==> config.mk <==
export PLATFORM = sky130hd
export DESIGN_NAME = daq_event_sequencer
export DESIGN_NICKNAME = d
export VERILOG_FILES = /design/src/rtl/daq_seq_pkg.sv /design/src/rtl/daq_word_packer.sv /design/src/rtl/daq_event_sequencer.sv
export SDC_FILE = /design/constraint.sdc
export NUM_CORES = 1
export LEC_CHECK = 0
export ABC_AREA = 1
export BUFFER_PORTS_ARGS = -buffer_cell sky130_fd_sc_hd__buf_2
export CORE_MARGIN = 4
export CORE_UTILIZATION = 40
export DETAILED_ROUTE_END_ITERATION = 8
export GPL_TIMING_DRIVEN = 0
export SLEW_MARGIN = 20
export SYNTH_ARGS = -nofsm -noshare
export SYNTH_HDL_FRONTEND = slang
export SYNTH_SLANG_ARGS = --single-unit
==> constraint.sdc <==
create_clock -name clk125 -period 7.4 [get_ports clk125]
set_clock_uncertainty 0.2 [all_clocks]
set_input_delay 0 -clock clk125 [delete_from_list [all_inputs] [get_ports clk125]]
set_output_delay 0 -clock clk125 [all_outputs]
set_load 0.01 [all_outputs]
==> src/rtl/daq_seq_pkg.sv <==
// Shared types and constants for the DAQ event sequencer.
// Latency: n/a (types, constants and word-building helpers only).
// Backpressure: n/a.
package daq_seq_pkg;

  typedef enum logic [2:0] {
    ST_IDLE,
    ST_HEADER,
    ST_PAYLOAD,
    ST_DRAIN,
    ST_TRAILER
  } state_t;

  localparam logic [7:0] HDR_MARKER    = 8'h51;
  localparam int         TRL_TRUNC_BIT = 53;
  localparam int         TRL_TMO_BIT   = 52;
  localparam int         WC_W          = 20;

  function automatic logic [63:0] make_header(input logic [23:0] evt,
                                              input logic [11:0] board);
    return {HDR_MARKER, evt, 12'h000, board, 8'h00};
  endfunction

  function automatic logic [63:0] make_trailer(input logic [7:0]      evt_lo,
                                               input logic            trunc,
                                               input logic            tmo,
                                               input logic [WC_W-1:0] wc);
    logic [63:0] t;
    t                = '0;
    t[63:56]         = evt_lo;
    t[TRL_TRUNC_BIT] = trunc;
    t[TRL_TMO_BIT]   = tmo;
    t[51:32]         = wc;
    return t;
  endfunction

endpackage

==> src/rtl/daq_word_packer.sv <==
// Packs 32-bit beats into 64-bit words (low half first), with zero-pad flush
// and a direct-load path for header/trailer words. Output is registered.
// Latency: 1 cycle from the completing beat / flush / load to word_vld_o.
// Backpressure: none internally; the caller only presents beats it accepted.
// Ports: beat_* (accepted beat + tlast), flush_i (emit pending half padded),
//        ld_* (emit a whole word), clear_i (drop pending half), word_* out.
module daq_word_packer (
  input  logic        clk_i,
  input  logic        rst_i,
  input  logic        clear_i,
  input  logic        beat_vld_i,
  input  logic [31:0] beat_dat_i,
  input  logic        beat_last_i,
  input  logic        flush_i,
  input  logic        ld_vld_i,
  input  logic [63:0] ld_dat_i,
  output logic        half_o,
  output logic        word_vld_o,
  output logic [63:0] word_dat_o
);

  logic        half_q;
  logic [31:0] low_q;
  logic        vld_q;
  logic [63:0] dat_q;

  always_ff @(posedge clk_i or posedge rst_i) begin
    if (rst_i) begin
      half_q <= 1'b0;
      low_q  <= '0;
      vld_q  <= 1'b0;
      dat_q  <= '0;
    end else begin
      vld_q <= 1'b0;
      if (ld_vld_i) begin
        vld_q  <= 1'b1;
        dat_q  <= ld_dat_i;
        half_q <= 1'b0;
      end else if (beat_vld_i) begin
        // A pending low half or an end-of-event beat completes a word.
        if (half_q || beat_last_i) begin
          vld_q  <= 1'b1;
          dat_q  <= half_q ? {beat_dat_i, low_q} : {32'h0, beat_dat_i};
          half_q <= 1'b0;
        end else begin
          low_q  <= beat_dat_i;
          half_q <= 1'b1;
        end
      end else if (flush_i && half_q) begin
        vld_q  <= 1'b1;
        dat_q  <= {32'h0, low_q};
        half_q <= 1'b0;
      end else if (clear_i) begin
        half_q <= 1'b0;
      end
    end
  end

  assign half_o     = half_q;
  assign word_vld_o = vld_q;
  assign word_dat_o = dat_q;

endmodule

==> src/rtl/daq_event_sequencer.sv <==
// Per-trigger event framer: trigger pulse, header, packed payload, trailer.
// Latency: trigger -> chan_trigger_out/busy +1 cycle, header at +2 at best;
//          payload word 1 cycle after its completing beat.
// Backpressure: daq_almost_full stalls header/payload/trailer (tready drops);
//          DRAIN always accepts. Ports: trigger, AXIS slave, DAQ word/strobes,
//          status (busy, event_count, dropped_count).
module daq_event_sequencer
  import daq_seq_pkg::*;
#(
  parameter logic [11:0] BOARD_ID       = 12'h000,
  parameter int          MAX_WORDS      = 4096,
  parameter int          TIMEOUT_CYCLES = 125000
) (
  input  logic        clk125,
  input  logic        reset,
  input  logic        trigger_in,
  output logic        chan_trigger_out,
  input  logic [31:0] s_axis_tdata,
  input  logic        s_axis_tvalid,
  input  logic        s_axis_tlast,
  output logic        s_axis_tready,
  output logic [63:0] daq_data,
  output logic        daq_valid,
  output logic        daq_header,
  output logic        daq_trailer,
  input  logic        daq_ready,
  input  logic        daq_almost_full,
  output logic        busy,
  output logic [23:0] event_count,
  output logic [15:0] dropped_count
);

  localparam int IDLE_W = $clog2(TIMEOUT_CYCLES + 1);

  state_t            state_q;
  logic              busy_q, chan_trig_q, hdr_q, trl_q, trunc_q, tmo_q;
  logic [23:0]       evt_q;
  logic [15:0]       drop_q;
  logic [WC_W-1:0]   wc_q;
  logic [IDLE_W-1:0] idle_q;

  logic        half, beat_acc, timeout_hit;
  logic        pk_beat, pk_flush, pk_ld;
  logic [63:0] pk_ld_dat;

  assign s_axis_tready = ((state_q == ST_PAYLOAD) && !daq_almost_full) ||
                         (state_q == ST_DRAIN);
  assign beat_acc      = s_axis_tvalid && s_axis_tready;
  // idle_q counts completed beat-less cycles; this edge would be the Nth.
  assign timeout_hit   = !beat_acc && (idle_q == IDLE_W'(TIMEOUT_CYCLES - 1));

  always_comb begin
    pk_beat   = beat_acc && (state_q == ST_PAYLOAD);
    // A half word left by a timeout goes out before the trailer.
    pk_flush  = (state_q == ST_TRAILER) && !daq_almost_full && half;
    pk_ld     = 1'b0;
    pk_ld_dat = '0;
    if ((state_q == ST_HEADER) && !daq_almost_full) begin
      pk_ld     = 1'b1;
      pk_ld_dat = make_header(evt_q, BOARD_ID);
    end else if ((state_q == ST_TRAILER) && !daq_almost_full && !half) begin
      pk_ld     = 1'b1;
      pk_ld_dat = make_trailer(evt_q[7:0], trunc_q, tmo_q, wc_q + 1'b1);
    end
  end

  always_ff @(posedge clk125 or posedge reset) begin
    if (reset) begin
      state_q     <= ST_IDLE;
      busy_q      <= 1'b0;
      chan_trig_q <= 1'b0;
      hdr_q       <= 1'b0;
      trl_q       <= 1'b0;
      trunc_q     <= 1'b0;
      tmo_q       <= 1'b0;
      evt_q       <= '0;
      drop_q      <= '0;
      wc_q        <= '0;
      idle_q      <= '0;
    end else begin
      chan_trig_q <= 1'b0;
      hdr_q       <= 1'b0;
      trl_q       <= 1'b0;
      if (trigger_in && ((state_q != ST_IDLE) || !daq_ready) && (drop_q != 16'hFFFF))
        drop_q <= drop_q + 1'b1;
      case (state_q)
        ST_IDLE: begin
          trunc_q <= 1'b0;
          tmo_q   <= 1'b0;
          wc_q    <= '0;
          idle_q  <= '0;
          if (trigger_in && daq_ready) begin
            evt_q       <= evt_q + 1'b1;
            chan_trig_q <= 1'b1;
            busy_q      <= 1'b1;
            state_q     <= ST_HEADER;
          end
        end
        ST_HEADER: begin
          if (!daq_almost_full) begin
            hdr_q   <= 1'b1;
            wc_q    <= WC_W'(1);
            idle_q  <= '0;
            state_q <= ST_PAYLOAD;
          end
        end
        ST_PAYLOAD: begin
          if (beat_acc) begin
            idle_q <= '0;
            if (half || s_axis_tlast) wc_q <= wc_q + 1'b1;
            if (s_axis_tlast) begin
              state_q <= ST_TRAILER;
            end else if (half && (wc_q == WC_W'(MAX_WORDS))) begin
              // wc_q still includes the header, so this word is payload #MAX_WORDS.
              trunc_q <= 1'b1;
              state_q <= ST_DRAIN;
            end
          end else if (timeout_hit) begin
            tmo_q   <= 1'b1;
            state_q <= ST_TRAILER;
          end else begin
            idle_q <= idle_q + 1'b1;
          end
        end
        ST_DRAIN: begin
          if (beat_acc) begin
            idle_q <= '0;
            if (s_axis_tlast) state_q <= ST_TRAILER;
          end else if (timeout_hit) begin
            tmo_q   <= 1'b1;
            state_q <= ST_TRAILER;
          end else begin
            idle_q <= idle_q + 1'b1;
          end
        end
        ST_TRAILER: begin
          if (!daq_almost_full) begin
            wc_q <= wc_q + 1'b1;
            if (!half) begin
              trl_q   <= 1'b1;
              busy_q  <= 1'b0;
              state_q <= ST_IDLE;
            end
          end
        end
        default: begin
          busy_q  <= 1'b0;
          state_q <= ST_IDLE;
        end
      endcase
    end
  end

  daq_word_packer u_packer (
    .clk_i       (clk125),
    .rst_i       (reset),
    .clear_i     (state_q == ST_IDLE),
    .beat_vld_i  (pk_beat),
    .beat_dat_i  (s_axis_tdata),
    .beat_last_i (s_axis_tlast),
    .flush_i     (pk_flush),
    .ld_vld_i    (pk_ld),
    .ld_dat_i    (pk_ld_dat),
    .half_o      (half),
    .word_vld_o  (daq_valid),
    .word_dat_o  (daq_data)
  );

  assign chan_trigger_out = chan_trig_q;
  assign daq_header       = hdr_q;
  assign daq_trailer      = trl_q;
  assign busy             = busy_q;
  assign event_count      = evt_q;
  assign dropped_count    = drop_q;

endmodule

Word level (Yosys, flattened, before mapping)
Cells that the tools add are included.
{"block": "word_totals", "in_bits": 39, "elab_cells": 138, "out_inout_bits": 110, "reg_bits": 184}
{"block": "classes", "addsub": 4, "bitwise": 3, "n_mux": 56, "n_reduce_logical": 39, "n_eq_ne": 21}
{"op": "two-way mux 64 bit", "count": 7}
{"op": "two-way mux 20 bit", "count": 4}
{"op": "one-hot mux 20 bit (4 select lines)", "count": 1}
{"op": "two-way mux 17 bit", "count": 3}
{"op": "one-hot mux 17 bit (3 select lines)", "count": 1}
{"op": "two-way mux 3 bit", "count": 10}
{"op": "two-way mux 1 bit", "count": 26}
{"op": "adder 24 x 1 -> 24 bit (second input constant)", "count": 1}
{"op": "adder 20 x 1 -> 20 bit (second input constant)", "count": 1}
{"op": "equality test 20 x 13 -> 1 bit (second input constant)", "count": 1}
{"op": "adder 17 x 1 -> 17 bit (second input constant)", "count": 1}
{"op": "equality test 17 bit (second input constant)", "count": 1}
{"op": "adder 16 x 1 -> 16 bit (second input constant)", "count": 1}
{"op": "inequality test 16 bit (second input constant)", "count": 1}
{"op": "one-hot mux 3 bit (5 select lines)", "count": 1}
{"op": "inequality test 2 bit (second input constant)", "count": 7}
{"op": "logical AND 1 bit", "count": 13}
{"op": "AND reduction 3 bit", "count": 3}
{"op": "nonzero test 3 bit", "count": 3}
{"op": "AND reduction 4 bit", "count": 2}
{"op": "nonzero test 4 bit", "count": 2}
{"op": "equality test 3 x 2 -> 1 bit (second input constant)", "count": 2}
{"op": "inequality test 2 x 1 -> 1 bit (second input constant)", "count": 3}
{"op": "inequality test 3 bit (second input constant)", "count": 2}
{"op": "16 further kinds", "count": 26}

Depth between registers and ports, before layout
{"block": "depth", "word_depth": 9, "ltp_mapped": 12, "depth_no_buf": 12}

By module
Synthesis repeated with hierarchy kept, for this count alone.
{"block": "hier_totals", "cells_unflattened": 1463, "hier_area_um2": 10346.2}
{"module": "daq_event_sequencer", "seq_area_each_um2": 2152.1, "area_each_um2": 5487.8, "cells_per_inst": 806, "instances": 1}
{"module": "daq_word_packer", "seq_area_each_um2": 2452.4, "area_each_um2": 4858.4, "cells_per_inst": 657, "instances": 1}

Least setup slack after synthesis
Ideal clock, no wire load.
{"block": "synth_timing", "path_kind": "reg-to-reg", "start": "reg idle_q[0]", "end": "reg idle_q[11]", "n_path_buf": 1, "stages_incl_launch_ff": 10, "t_arrival_ns": 1.475, "period_less_slack_ns": 1.801, "path_slack_ns": 5.599, "t_required_ns": 7.074, "setup_ns": 0.126, "path_cell_list": "dfrtp_1 -> ha_1 -> nand2_1 -> inv_1 -> nand2_1 -> nor2_1 -> nand4_1 -> nand2_1 -> buf_2 -> o21ai_0"}
{"block": "synth_between", "elab_chain_cells": 4, "word_cells_on_any_way": 8, "classes_between": "1 x add/sub; 2 x eq/ne; 3 x mux; 2 x reduce/logical"}
{"element": "start: declaration", "line_no": "daq_event_sequencer.sv:40", "text": "logic [IDLE_W-1:0] idle_q;"}
{"element": "start signal: assignment", "line_no": "daq_event_sequencer.sv:122", "text": "idle_q <= idle_q + 1'b1;"}
{"element": "start signal: assignment", "line_no": "daq_event_sequencer.sv:133", "text": "idle_q <= idle_q + 1'b1;"}
{"element": "adder 17 x 1 -> 17 bit or equality test 17 bit (tied branches)", "line_no": "daq_event_sequencer.sv:122, daq_event_sequencer.sv:133, daq_event_sequencer.sv:50"}
{"element": "two-way mux 17 bit or logical AND 1 bit (tied branches)", "line_no": "daq_event_sequencer.sv:118, daq_event_sequencer.sv:129, daq_event_sequencer.sv:50"}
{"element": "two-way mux 17 bit or inequality test 3 bit (tied branches)"}
{"element": "one-hot mux 17 bit (3 select lines) or AND reduction 3 bit (tied branches)"}
Parallel ways exist; a longest one is shown, timed or not. The select of a mux whose other input is x is not followed.
A chain may end at the register's enable or synchronous reset.

Worst setup path in the final report
{"block": "layout_timing", "start": "reg idle_q[0]", "end": "reg idle_q[1]"}
Same word-level chain as after synthesis.

==> results.cfg <==
[detailed_routing]
vias = 9476
dr.pass1.iters = 5
vias_per_cell = 5.14
wl_um = 31100
drtAntennaViolNets = 0
wl_per_cell_um = 16.9
drc = 0
first_iter_violations = 668

[placement]
place_ws_ns = 5.09
dpl.hpwl_um = 23600
port_buffers = 148
gp_congestion = 0.871

[timing]
setup_viol = 0
slew_headroom_pct = 58.3
slew_violations = 0
fin_ws_ns = 5.12
tightest_slew_ns = 0.625
rsz0062_at_grt = false
fmax_mhz = 439
hold_viol_final = 12
whs_ns = -0.0125
period_minus_slack_ns = 2.28
tns_ns = 0
fin_crit_sh_pct = 30.8

[global_routing]
grt_util_met3_pct = 4.97
met1_usage_pct = 33.4
grtUsageMet2_pct = 36.2
grt_pass1_wl_um = 49300
grt_pass1_vias = 9070
grt_busiest_layer = met2
grtUsageTotal_pct = 23.5
grt_antenna_before_repair = 0
grt_start_max_net_pins = 101
overflow = 0

[cells_and_area]
syn_to_final_growth_pct = 21.8
final_common_cell = nand2_1
final_nets = 1556
layout_common_cells = 518 x nand2_1, 184 x dfrtp_1, 173 x buf_2, 116 x nand3_1, 99 x nor2_1
nFillCells = 2423
seq_area_um2 = 4600
antennaDiodeCount = 0
drive_gt1_share_pct = 15.7
fin_util_pct = 50.1
multiInputGateArea_um2 = 4520

[power_and_ir_drop]
irDropWorstVdd_v = 0.000132
power_density_nw_per_um2 = 282
p_leak_uw = 0.00608

[worst_hold_path]
hold_class = in -> async

[run_status]
status = finished, violations left
violations = hold timing

[critical_path]
arrival_ns = 2.43
worst-r2r-setup-slack_ns = 5.12
crit_start = idle_q[0]
cp-endpoint = idle_q[1]
worstPathRequired_ns = 7.55
r2r-start = idle_q[0]
crit_path_max_fanout = 10
r2r_end = idle_q[1]
reg2regPathDepth = 10
criticalPathCategory = reg -> reg
critPathLaunchType = register
end_kind = register

[floorplanning]
die_h_um = 164
die_w_um = 164
die_area_um2 = 26900
core_um2 = 23700
rows = 56
initial_core_util_pct = 41.1
io_pins = 149

[cts]
clk_pin_slew_ns = 0.08
clock_latency_ns = 0.44
cts_made_buffers = 17
cts_tree = yes
cts.sinks = 184
cts_resized = 0
root_buffer = clkbuf_16
cts_buffer_depth = 2
cts_max_level = 4

[logic_synthesis]
ys_async_sr_fraction_pct = 100
ys.flop_type = dfrtp_1
ys_ff_latch = 184
syn_area_um2 = 9730
yosys_warnings = 0
synth_nets = 1349
synth_edf_count = 0
synthCells = 1305
avgSynthCellArea_um2 = 7.46
synth_cell_types = 35
seq_area_frac_synth_pct = 47.3

[job]
maxCapViolCount = 0
## cell usage after synthesis (10+ instances only)
cell / n / area, um^2
buf_2: 25 / 125
clkbuf_1: 16 / 60.1
dfrtp_1: 184 / 4600
inv_1: 86 / 323
nand2_1: 518 / 1940
nand3_1: 116 / 581
nand4_1: 42 / 263
nor2_1: 99 / 372
nor3_1: 16 / 80.1
o21ai_0: 73 / 365
o21ai_1: 10 / 50.1
xnor2_1: 14 / 123
xor2_1: 29 / 254
## kinds of logic (layout without fill, tap and decap cells)
| kind of cell | after synthesis | count (layout) | share of synthesized area (%) |
|---|---|---|---|
| xor+xnor | 43 | 43 | 3.87 |
| buf+inv | 142 | 361 | 6.30 |
| flops | 184 | 184 | 47.3 |
| compound gates | 110 | 110 | 6.20 |
| simple gates | 821 | 821 | 35.7 |
| fa+ha+maj | 5 | 5 | 0.643 |
## repair_timing
action / in CTS / in global routing
endpoints found under the setup margin: 0 / 0
buffers inserted: 0 / 0
hold buffers: 39 / 0
endpoints found under the hold margin: 213 / 0
## layer usage
layer / vias up / wire length (um)
li1: 4608 / -
met1: 4502 / 13900
met2: 323 / 14100
met3: 43 / 2390
met4: 0 / 727
met5: - / 0
## worst min-delay path by stage
stage / to / slack (ns)
after global routing: idle_q[11] / 0.06
after floorplan: u_packer.low_q[0] / -0.09
final: idle_q[11] / -0.01
after global placement: u_packer.low_q[31] / 0.03
after detailed placement: idle_q[15] / -0.06
after CTS: idle_q[11] / 0.02
## registers in the layout, summed over array words and instances, names as in the netlist, 3 cells and up
register,count
event_count,24
u_packer.word_dat_o,64
u_packer.low_q,32
wc_q,20
state_q,3
idle_q,17
dropped_count,16
## power by group
part / internal, uW / switching, uW
sequential: 1210 / 175
combinational: 366 / 704
clock: 445 / 441
total: 2020 / 1320
## per-stage QoR
| stage | cell area (um^2) | power, uW | cells |
|---|---|---|---|
| after floorplan | 9730 | 2040 | 1305 |
| after detailed placement | 10900 | 2450 | 1773 |
| after CTS | 11900 | 3360 | 1843 |
| final | 11900 | 3340 | 1843 |
| after global routing | 11900 | 3560 | 1843 |
| after global placement | 10900 | 2430 | 1772 |
## critical path, stage by stage (launching register included)
cell and delay [ns]:
dfrtp_1 0.44, ha_1 0.28, nand2_1 0.12, inv_1 0.09
nand2_1 0.05, nor2_1 0.20, nand4_1 0.16, nand2_1 0.24
buf_2 0.27, nand2_1 0.07, o21ai_0 0.08
## area by class of cell
| class | instances | area share, % |
|---|---|---|
| sequential | 184 | 38.8 |
| buffer | 50 | 2.26 |
| multi-input combinational | 979 | 38.1 |
| clock buffer | 17 | 3.59 |
| inverter | 92 | 2.98 |
| tap | 319 | 3.37 |
| timing repair buffer | 188 | 9.77 |
| clock inverter | 14 | 1.11 |
Note: power is estimated with default switching activity, not from simulation.
